**src/rtl/request_encoder_pkg.sv**
```systemverilog
// Shared definitions for the request encoder: state encoding, request count
// and the round-robin pointer reset value.
package request_encoder_pkg;

    typedef enum logic {
        IDLE    = 1'b0,
        PRESENT = 1'b1
    } state_t;

    localparam int NUM_REQ = 4;

    // Pointer starts at the top index so the first search begins at index 0.
    localparam logic [1:0] LAST_RESET = 2'd3;

endpackage

```
**src/rtl/request_encoder_rr_select.sv**
```systemverilog
// Combinational request selector: round-robin after 'last', or fixed
// lowest-index-wins priority when rr_mode is low.
module rr_select
    import request_encoder_pkg::*;
(
    input  logic       in0,
    input  logic       in1,
    input  logic       in2,
    input  logic       in3,
    input  logic [1:0] last,
    input  logic       rr_mode,
    output logic [1:0] sel,
    output logic       any
);

    logic [NUM_REQ-1:0] req;
    logic [1:0]         start;
    logic [NUM_REQ-1:0] rot;

    assign req   = {in3, in2, in1, in0};
    assign start = rr_mode ? last + 2'd1 : 2'd0;
    assign any   = |req;

    // rot[gi] is the request that sits gi places after the search start.
    genvar gi;
    generate
        for (gi = 0; gi < NUM_REQ; gi++) begin : g_rot
            assign rot[gi] = req[start + 2'(gi)];
        end
    endgenerate

    always_comb begin
        sel = start;
        for (int k = NUM_REQ - 1; k >= 0; k--) begin
            if (rot[k]) begin
                sel = start + 2'(k);
            end
        end
    end

endmodule

```
**src/rtl/request_encoder.sv**
```systemverilog
// 4-to-2 request encoder with a valid/ready hold: grants one request line,
// presents its index on addr1/addr0 and keeps it until the consumer accepts.
module request_encoder
    import request_encoder_pkg::*;
#(
    parameter int RR_MODE     = 1,
    parameter int COUNT_WIDTH = 8
) (
    input  logic                   clk,
    input  logic                   reset,
    input  logic                   in0,
    input  logic                   in1,
    input  logic                   in2,
    input  logic                   in3,
    input  logic                   ready,
    output logic                   addr0,
    output logic                   addr1,
    output logic                   enable,
    output logic [COUNT_WIDTH-1:0] count
);

    state_t                 state_reg, state_next;
    logic [1:0]             addr_reg, addr_next;
    logic [1:0]             last_reg, last_next;
    logic [COUNT_WIDTH-1:0] count_reg, count_next;

    // Selector 0 searches from the stored pointer (idle grant); selector 1
    // searches from the index being accepted, i.e. the pointer after a handshake.
    logic [1:0] sel_last [2];
    logic [1:0] sel      [2];
    logic       any      [2];

    assign sel_last[0] = last_reg;
    assign sel_last[1] = addr_reg;

    genvar gi;
    generate
        for (gi = 0; gi < 2; gi++) begin : g_sel
            rr_select u_rr_select (
                .in0     (in0),
                .in1     (in1),
                .in2     (in2),
                .in3     (in3),
                .last    (sel_last[gi]),
                .rr_mode (RR_MODE != 0),
                .sel     (sel[gi]),
                .any     (any[gi])
            );
        end
    endgenerate

    always_ff @(posedge clk) begin
        if (reset) begin
            state_reg <= IDLE;
            addr_reg  <= '0;
            last_reg  <= LAST_RESET;
            count_reg <= '0;
        end else begin
            state_reg <= state_next;
            addr_reg  <= addr_next;
            last_reg  <= last_next;
            count_reg <= count_next;
        end
    end

    always_comb begin
        state_next = state_reg;
        addr_next  = addr_reg;
        last_next  = last_reg;
        count_next = count_reg;
        case (state_reg)
            IDLE: begin
                if (any[0]) begin
                    addr_next  = sel[0];
                    state_next = PRESENT;
                end
            end
            PRESENT: begin
                // Inputs are ignored until the consumer accepts.
                if (ready) begin
                    count_next = count_reg + COUNT_WIDTH'(1);
                    last_next  = addr_reg;
                    if (any[1]) begin
                        addr_next  = sel[1];
                        state_next = PRESENT;
                    end else begin
                        state_next = IDLE;
                    end
                end
            end
            default: state_next = IDLE;
        endcase
    end

    assign addr0  = addr_reg[0];
    assign addr1  = addr_reg[1];
    assign enable = (state_reg == PRESENT);
    assign count  = count_reg;

endmodule

```
**config.mk**
```make
export PLATFORM = sky130hd
export DESIGN_NAME = request_encoder
export DESIGN_NICKNAME = d
export VERILOG_FILES = /design/src/rtl/request_encoder_pkg.sv /design/src/rtl/request_encoder_rr_select.sv /design/src/rtl/request_encoder.sv
export SDC_FILE = /design/constraint.sdc
export NUM_CORES = 1
export LEC_CHECK = 0
export ABC_CLOCK_PERIOD_IN_PS = 1800
export CAP_MARGIN = 20
export CORE_AREA = 3 3 52 54
export DETAILED_ROUTE_END_ITERATION = 6
export DIE_AREA = 0 0 55 57
export DONT_BUFFER_PORTS = 1
export PLACE_DENSITY = 0.52
export SLEW_MARGIN = 20
export SYNTH_ARGS = -nofsm -noshare
export SYNTH_HDL_FRONTEND = slang
export SYNTH_SLANG_ARGS = --single-unit
```
**constraint.sdc**
```tcl
create_clock -name clk -period 1.8 [get_ports clk]
set_input_delay 0.27 -clock clk [delete_from_list [all_inputs] [get_ports clk]]
set_output_delay 0.27 -clock clk [all_outputs]
set_load 0.005 [all_outputs]
```
==> results.json, run 1 <==
{
  "status": "finished, final reports clean",
  "die_area_um2": 3140,
  "seqCellArea_um2": 260,
  "switching_share_pct": 27.5,
  "period_needed_ps": 1420,
  "postRouteAntennaNets": 0,
  "post_cts_buffers": 0,
  "power.internal_uw": 437,
  "postCtsHoldBufs": 0,
  "post-place-ws_ps": 405,
  "yosysWarnings": 0,
  "critPathRequiredTime_ps": 2010,
  "cts_resized": 0,
  "diodes": 0,
  "finalCritPeriodShare_pct": 79.1,
  "p_leak_uw": 0.000319,
  "cts-root-buf": "clkbuf_4",
  "max-cap-violations": 0,
  "antenna_found_initial": 0,
  "clk_pin_slew_ps": 80,
  "syn_nets": 113,
  "rsz0062_at_grt": "false",
  "numCtsBuffers": 3,
  "pwr-share-comb_pct": 16.7,
  "die_h_um": 57,
  "switchingPower_uw": 165,
  "mostFrequentLayoutCells": "13 x nor2_1, 13 x dfxtp_1, 11 x a21oi_1",
  "finalHoldViolations": 0,
  "postLayoutCellArea_um2": 860,
  "drc": 0,
  "powerDensity_nw_per_um2": 700,
  "criticalPathCategory": "flip-flop to flip-flop",
  "arrival_ps": 1640,
  "dr.pass1.iters": 3,
  "cts_tree": "done",
  "final.setup.worst_slack_ps": 376,
  "insertion_delay_ps": 270,
  "initial_core_util_pct": 36.6,
  "multi_input_area_um2": 515,
  "htreeDepth": 1,
  "syn_inst": 105,
  "final_nets": 112,
  "grt_pass1_wl_mm": 3.18,
  "tightest_slew_ps": 531,
  "hp-class": "primary input to flip-flop",
  "nFillCells": 269,
  "io_pins": 18,
  "largest_reg_flops": 8,
  "hpwlAfterDp_mm": 1.33,
  "vias_per_cell": 5.68,
  "vias": 744,
  "numPortBuffers": 0,
  "coreArea_um2": 2250,
  "setup_violations": 0,
  "gr-total-overflow": 0,
  "wirelength_mm": 1.79,
  "wire_per_inst_um": 13.7,
  "setup-tns-final_ps": 0,
  "crit_path_end_kind": "flip-flop",
  "drt_first_iter_violations": 7,
  "finClkSkew_ps": 6.44,
  "power_frac_seq_pct": 53.7,
  "avgSynthCellArea_um2": 7.85,
  "grt_max_degree": 14,
  "clockPowerShare_pct": 29.6,
  "grt_pass1_vias": 714,
  "drive_gt1_share_pct": 6.80,
  "drv_slew": 0,
  "ir_worst_vdd_mv": 0.436,
  "worst-path-max-fanout": 6,
  "cp-start-kind": "flip-flop",
  "max_freq_mhz": 702,
  "clk_path_buf_depth": 2,
  "ys_ff_latch": 13,
  "grt_usage_pct": 13.5,
  "netlist_area_um2": 825,
  "slew_headroom_pct": 64.2,
  "globalplace.congestion": 0.699,
  "clock-sinks": 13,
  "syn2layout_area_growth_pct": 4.25,
  "postPlaceCellArea_um2": 833,
  "seq_area_frac_synth_pct": 31.6,
  "rows": 17,
  "fp.dieW_um": 55,
  "netlist-cell-type-count": 37
}
metal layers:
metal,routed length (µm),GRT usage (%),part of all wire [%],vias to the layer above
li1,-,-,-,376
met1,809,17.2,45,349
met2,839,20.3,47,17
met3,131,6.01,7.3,2
met4,12,4.17,0.67,0
met5,0,0,0,-
area by class of cell:
type                            instances  area share [%]
Inverter                                2           0.873
Sequential cell                        13            30.3
Clock buffer                            4            3.06
Tap cell                               28            4.08
Multi-Input combinational cell         82            60.0
Timing Repair Buffer                    2            1.75
stage by stage:
stage | total power (µW) | utilization (%) | hold slack [ps] | cells
2_1_floorplan | 424 | - | 339 | 105
3_5_place_dp | 430 | 37.0 | 343 | 127
5_1_grt | 655 | 38.1 | 21.7 | 131
4_1_cts | 612 | 38.1 | 39.5 | 131
6_report | 602 | 38.1 | 50.6 | 131
3_3_place_gp | 429 | 37.0 | 341 | 127
critical path, cell delays in order (launching register included):
cell and delay, ps:
dfxtp_1 370, and2_1 320, nand4_4 160, or3_1 370, a21oi_1 140
Yosys cell counts:
cell      number  area share, %
dfxtp_1       13             32
nor2_1        13            5.9
a21oi_1       11            6.7
nand2_1        9            4.1
o21ai_0        5            3.0
clkbuf_1       4            1.8
xor2_1         4            4.2
buf_2          3            1.8
nand4_1        3            2.3
nor2b_1        3            2.3
a22oi_1        2            1.8
a31oi_1        2            1.5
and2_1         2            1.5
and3_1         2            1.5
inv_1          2           0.91
nor3b_1        2            1.8
nor4_1         2            1.5
o211ai_1       2            1.8
o221ai_1       2            2.1
or3_1          2            1.5
a211o_1        1            1.1
a21boi_0       1           0.91
a21o_1         1           0.91
buf_6          1            1.4
ha_1           1            1.5
mux2i_1        1            1.2
nand2b_1       1           0.76
nand3b_1       1           0.91
nand4_4        1            2.6
nor4b_1        1            1.1
nor4bb_1       1            1.2
o21bai_1       1           0.91
o31ai_1        1           0.91
o41ai_2        1            2.0
or2b_1         1           0.91
or4_1          1           0.91
xnor2_1        1            1.1
worst paths after layout:
check                           slack [ps]                  start  cells past startpoint                    end
worst max register to register         380      enable$_SDFF_PP0_                      4  count[5]$_SDFFE_PP0P_
worst min-delay path                    50                  reset                      1  count[7]$_SDFFE_PP0P_
worst max-delay path                   380      enable$_SDFF_PP0_                      4  count[5]$_SDFFE_PP0P_
worst min register to register         510  count[7]$_SDFFE_PP0P_                      2  count[7]$_SDFFE_PP0P_
power by group through the flow:
| stage | clock (µW) | sequential, µW | combinational (µW) |
|---|---|---|---|
| global route | 212 | 326 | 117 |
| CTS | 188 | 323 | 101 |
| global placement | 0 | 329 | 99.3 |
| finish | 178 | 323 | 100 |
| detailed placement | 0 | 330 | 101 |
| floorplan | 0 | 324 | 99.7 |
cells by family (layout without fill, tap and decap cells):
group                      Yosys count  count (layout)  synth area share, %
buffers and inverters               10               8                 5.92
and+or+nand+nor                     45              45                 30.8
adders and majority gates            1               1                 1.52
muxes                                1               1                 1.21
xor gates and xnor gates             5               5                 5.31
AOI/OAI and AO/OA                   30              30                 23.7
DFF                                 13              13                 31.6
(Power assumes the default switching activity.)
==> inputs of run 2 (changes only) <==
- ABC_CLOCK_PERIOD_IN_PS: 1800 -> 1200
- PLACE_DENSITY: 0.52 -> 0.54
- clock period: 1.8 -> 1.2 ns (I/O delays scaled with it)
==> run 2 against run 1 <==
The flow now finishes with violations (negative hold slack, negative setup slack). Wire length is 12% higher. Critical path depth stayed put. Sequential power rose by 48%. Total power is 61% higher. Clock-buffer cell count unchanged. Register-to-register slack lost 500 ps. Final cell count grew 9.2%. Utilization is 5.8 points higher. Combinational power up 110%. Fmax increased by 7.5%. Non-clock buffer count rose by 12. Setup slack worse by 500 ps. Critical path type unchanged. Largest cell class unchanged. Largest power group unchanged.
==> results.json, run 2 (synthesized netlist as in run 1, its figures left out) <==
{
  "criticalPathCategory": "flip-flop to flip-flop",
  "powerDensity_nw_per_um2": 975,
  "arrival_ps": 1500,
  "power.total_uw": 967,
  "worst-path-max-fanout": 5,
  "finalHoldViolations": 12,
  "nFillCells": 244,
  "grt_usage_pct": 14.2,
  "slowest_stage": "or4_1",
  "ir_worst_vdd_mv": 0.635,
  "globalplace.congestion": 0.795,
  "setup-tns-final_ps": -125,
  "p_leak_uw": 0.000388,
  "mostFrequentLayoutCells": "14 x buf_4, 13 x nor2_1, 10 x a21oi_1",
  "r2r_cells": 4,
  "violations": "negative hold slack, negative setup slack",
  "cp_num_buf_inv": 0,
  "clk_path_buf_depth": 2,
  "io_pins": 18,
  "dr.pass1.iters": 4,
  "postPlaceCellArea_um2": 926,
  "postRouteAntennaNets": 0,
  "rr_startpoint": "addr_reg[0]$_SDFFE_PP0P_",
  "final.setup.worst_slack_ps": -125,
  "crit_path_end_kind": "flip-flop",
  "drv_slew": 0,
  "period_needed_ps": 1320,
  "regToRegEndpoint": "addr_reg[0]$_SDFFE_PP0P_",
  "path_cells": "or4_1 -> nand4_1 -> mux2i_1 -> a21oi_1",
  "fp.dieW_um": 55,
  "htreeDepth": 1,
  "coreArea_um2": 2250,
  "largest_reg_flops": 8,
  "hold_depth": 1,
  "cpPeakStageDelay_ps": 460,
  "wire_per_inst_um": 14.0,
  "die_h_um": 57,
  "grt_pass1_vias": 748,
  "seqCellArea_um2": 273,
  "rsz0062_at_grt": "true",
  "grt_max_degree": 14,
  "finalCritPeriodShare_pct": 110,
  "diodes": 0,
  "hp-start": "reset",
  "critPathRequiredTime_ps": 1370,
  "grt_pass1_wl_mm": 3.32,
  "multi_input_area_um2": 544,
  "cp_top_family": "simple AND/OR/NAND/NOR gates",
  "clock-sinks": 13,
  "setup_violations": 1,
  "die_area_um2": 3140,
  "vias": 796,
  "slew_headroom_pct": 66.4,
  "use_met1_pct": 17.5,
  "drc": 0,
  "busiest_layer": "met2",
  "clk_pin_slew_ps": 80,
  "vias_per_cell": 5.57,
  "status": "complete, but fails checks",
  "gr-total-overflow": 0,
  "drt_first_iter_violations": 26,
  "max-cap-violations": 0,
  "numPortBuffers": 0,
  "postLayoutCellArea_um2": 991,
  "hp-class": "primary input to flip-flop",
  "final_common_cell": "buf_4",
  "numCtsBuffers": 3,
  "use_met3_pct": 3.92,
  "drive_gt1_share_pct": 25.2,
  "whs_endpoint": "addr_reg[0]$_SDFFE_PP0P_",
  "final_nets": 124,
  "wirelength_mm": 2.01,
  "initial_core_util_pct": 36.6,
  "rows": 17,
  "syn2layout_area_growth_pct": 20.2,
  "insertion_delay_ps": 280,
  "cts_tree": "done",
  "finClkSkew_ps": 2.30,
  "hold_ws_ps": -46.3,
  "hpwlAfterDp_mm": 1.44,
  "tightest_slew_ps": 499,
  "cp-start-kind": "flip-flop",
  "antenna_found_initial": 0,
  "cts-root-buf": "clkbuf_4",
  "final_util_pct": 44.0,
  "rrSetupSlack_ps": -120,
  "use_met2_pct": 22.1,
  "max_freq_mhz": 755
}
[run 2: routing by layer]
layer / part of all wire (%) / vias to the layer above
li1: - / 401
met2: 45 / 17
met5: 0 / -
met1: 46 / 371
met4: 2.6 / 0
met3: 6.3 / 7
[run 2: how the worst max path moves through the flow]
stage                        startpoint                        to  slack (ps)  cells past startpoint
2_1_floorplan  addr_reg[0]$_SDFFE_PP0P_  addr_reg[0]$_SDFFE_PP0P_         -80                      4
3_3_place_gp   addr_reg[0]$_SDFFE_PP0P_  addr_reg[0]$_SDFFE_PP0P_         -80                      4
3_5_place_dp   addr_reg[1]$_SDFFE_PP0P_  addr_reg[1]$_SDFFE_PP0P_        -140                      5
4_1_cts        addr_reg[0]$_SDFFE_PP0P_  addr_reg[0]$_SDFFE_PP0P_        -110                      4
5_1_grt        addr_reg[0]$_SDFFE_PP0P_  addr_reg[0]$_SDFFE_PP0P_        -160                      4
6_report       addr_reg[0]$_SDFFE_PP0P_  addr_reg[0]$_SDFFE_PP0P_        -120                      4
[run 2: power breakdown]
group / switching, µW / internal [µW]
Clock: 148 / 129
Combinational: 96.9 / 114
Sequential: 25.6 / 453
Total: 270 / 696
[run 2: cell type report]
cell class / instances / share of cell area [%]
multi-input combinational: 82 / 54.9
sequential: 13 / 27.5
timing repair buffer: 14 / 10.6
tap: 28 / 3.54
clock buffer: 4 / 2.65
inverter: 2 / 0.758
[run 2: stage by stage]
stage	setup slack [ps]	std cells
after floorplan	-76.4	105
after global placement	-80.6	138
after detailed placement	-139	138
after CTS	-110	142
after global routing	-157	143
final	-125	143
[run 2: repair_timing]
item | in CTS | in global routing
gates cloned | 0 | 0
pin swaps | 2 | 1
hold endpoints to repair | 12 | 12
gates resized for setup | 6 | 3
buffers inserted | 0 | 1
endpoints found under the setup margin | 2 | 4
==> inputs of run 3 (changes only) <==
- CORE_AREA: 3 3 52 54 -> 3 3 44 46
- DIE_AREA: 0 0 55 57 -> 0 0 47 49
- HOLD_SLACK_MARGIN: not set -> 0.12
- PLACE_DENSITY: 0.54 -> 0.71
==> run 3 against run 2 <==
The flow still finishes with violations (negative hold slack, negative setup slack). Final cell count is 7.7% lower. Clock-buffer cell count stayed put. Sequential share of layout area is 0.59 points higher. Clock power hardly changed. Sequential power hardly changed. First-iteration DRC count is 62% lower. Critical path type unchanged. Critical endpoint unchanged.
==> results.json, run 3 (synthesized netlist as in run 1, its figures left out) <==
{
  "mostFrequentLayoutCells": "15 x buf_4, 13 x nor2_1, 10 x a21oi_1",
  "vias": 812,
  "dr.pass1.iters": 4,
  "cts-root-buf": "clkbuf_4",
  "gr-total-overflow": 0,
  "post-place-ws_ps": -129,
  "rr_startpoint": "addr_reg[0]$_SDFFE_PP0P_",
  "setup_violations": 1,
  "drt_first_iter_violations": 10,
  "violations": "negative hold slack, negative setup slack",
  "slew_headroom_pct": 63.6,
  "wire_per_inst_um": 15.2,
  "drc": 0,
  "tightest_slew_ps": 540,
  "drive_gt1_share_pct": 25.9,
  "insertion_delay_ps": 280,
  "crit_path_end_kind": "flip-flop",
  "period_needed_ps": 1320,
  "hpwlAfterDp_mm": 1.44,
  "syn2layout_area_growth_pct": 18.2,
  "htreeDepth": 1,
  "wirelength_mm": 2.01,
  "die_area_um2": 2300,
  "cpPeakStageDelay_ps": 470,
  "numCtsBuffers": 3,
  "fin_cells": 132,
  "antenna_found_initial": 0,
  "grt_max_degree": 14,
  "coreArea_um2": 1540,
  "critPathLaunch": "addr_reg[0]$_SDFFE_PP0P_",
  "worst-path-max-fanout": 5,
  "arrival_ps": 1500,
  "fp.dieW_um": 47,
  "ir_worst_vdd_mv": 0.736,
  "die_h_um": 49,
  "clk_pin_slew_ps": 80,
  "cts_tree": "done",
  "clock-sinks": 13,
  "rrSetupSlack_ps": -120,
  "cp-endpoint": "addr_reg[0]$_SDFFE_PP0P_",
  "max-cap-violations": 0,
  "final.setup.worst_slack_ps": -124,
  "rsz0062_at_grt": "true",
  "numPortBuffers": 0,
  "grt_pass1_vias": 796,
  "grt_usage_pct": 19.1,
  "powerDensity_nw_per_um2": 988,
  "final_common_cell": "buf_4",
  "regToRegEndpoint": "addr_reg[0]$_SDFFE_PP0P_",
  "p_leak_uw": 0.000388,
  "slowest_stage": "or4_4",
  "rows": 14,
  "max_freq_mhz": 755,
  "grt_pass1_wl_mm": 3.34,
  "final_nets": 125,
  "postPlaceCellArea_um2": 918,
  "critPathRequiredTime_ps": 1380,
  "finalHoldViolations": 12,
  "r2r_cells": 4,
  "path_cells": "or4_4 -> nand4_1 -> mux2i_1 -> a21oi_1",
  "finClkSkew_ps": 5.78,
  "finalCritPeriodShare_pct": 110,
  "postLayoutCellArea_um2": 975,
  "postRouteAntennaNets": 0,
  "cp-start-kind": "flip-flop",
  "hp-class": "primary input to flip-flop",
  "vias_per_cell": 6.15,
  "io_pins": 18,
  "drv_slew": 0,
  "hold_ws_ps": -53.5,
  "diodes": 0,
  "largest_reg_flops": 8,
  "clk_path_buf_depth": 2,
  "globalplace.congestion": 0.829,
  "dp_cells": 127,
  "status": "complete, but fails checks",
  "initial_core_util_pct": 53.5,
  "setup-tns-final_ps": -124,
  "criticalPathCategory": "flip-flop to flip-flop"
}
[run 3: where the power goes]
group / switching (µW) / leakage (µW) / internal [µW]
registers: 25.8 / 0.000108 / 453
logic: 96.8 / 0.000265 / 110
clock network: 148 / 0.0000150 / 129
[run 3: repair_timing]
action,4_1_cts,5_1_grt
gates resized for setup,3,7
endpoints found under the setup margin,3,5
gates cloned,0,0
buffers inserted,0,1
hold endpoints to repair,13,13
pin swaps,1,3
[run 3: worst min path at each step]
stage               startpoint                  endpoint  slack (ps)  cells after the start
floorplan                reset     count[5]$_SDFFE_PP0P_         250                      1
global placement         reset  addr_reg[0]$_SDFFE_PP0P_         240                      1
detailed placement       reset         enable$_SDFF_PP0_         240                      1
CTS                      reset  addr_reg[1]$_SDFFE_PP0P_         -60                      1
global route             reset  addr_reg[0]$_SDFFE_PP0P_         -60                      1
finish                   reset  addr_reg[0]$_SDFFE_PP0P_         -50                      1
[run 3: stage by stage]
stage,total power [µW],util [%]
after floorplan,640,-
after global placement,677,59.6
after detailed placement,685,59.6
after CTS,958,61.5
after global routing,1020,63.2
final,963,63.2
[run 3: area by class of cell]
type | instances | area, µm²
multi-input combinational | 82 | 534
inverter | 2 | 7.51
fill | 135 | 567
tap | 16 | 20.0
timing repair buffer | 15 | 113
sequential | 13 | 274
clock buffer | 4 | 26.3
[run 3: routing by layer]
metal,vias to the layer above,global-route usage (%),share of wire [%]
met4,0,4.61,0.25
li1,410,-,-
met5,-,0,0
met3,2,8.49,6.0
met2,17,28.7,50
met1,383,24.6,44
[run 3: critical path, delay by kind of cell, from the launching register on]
family	cells	cell delay, ps
simple gates	2	600
flops	1	360
compound gates	1	70
mux	1	190
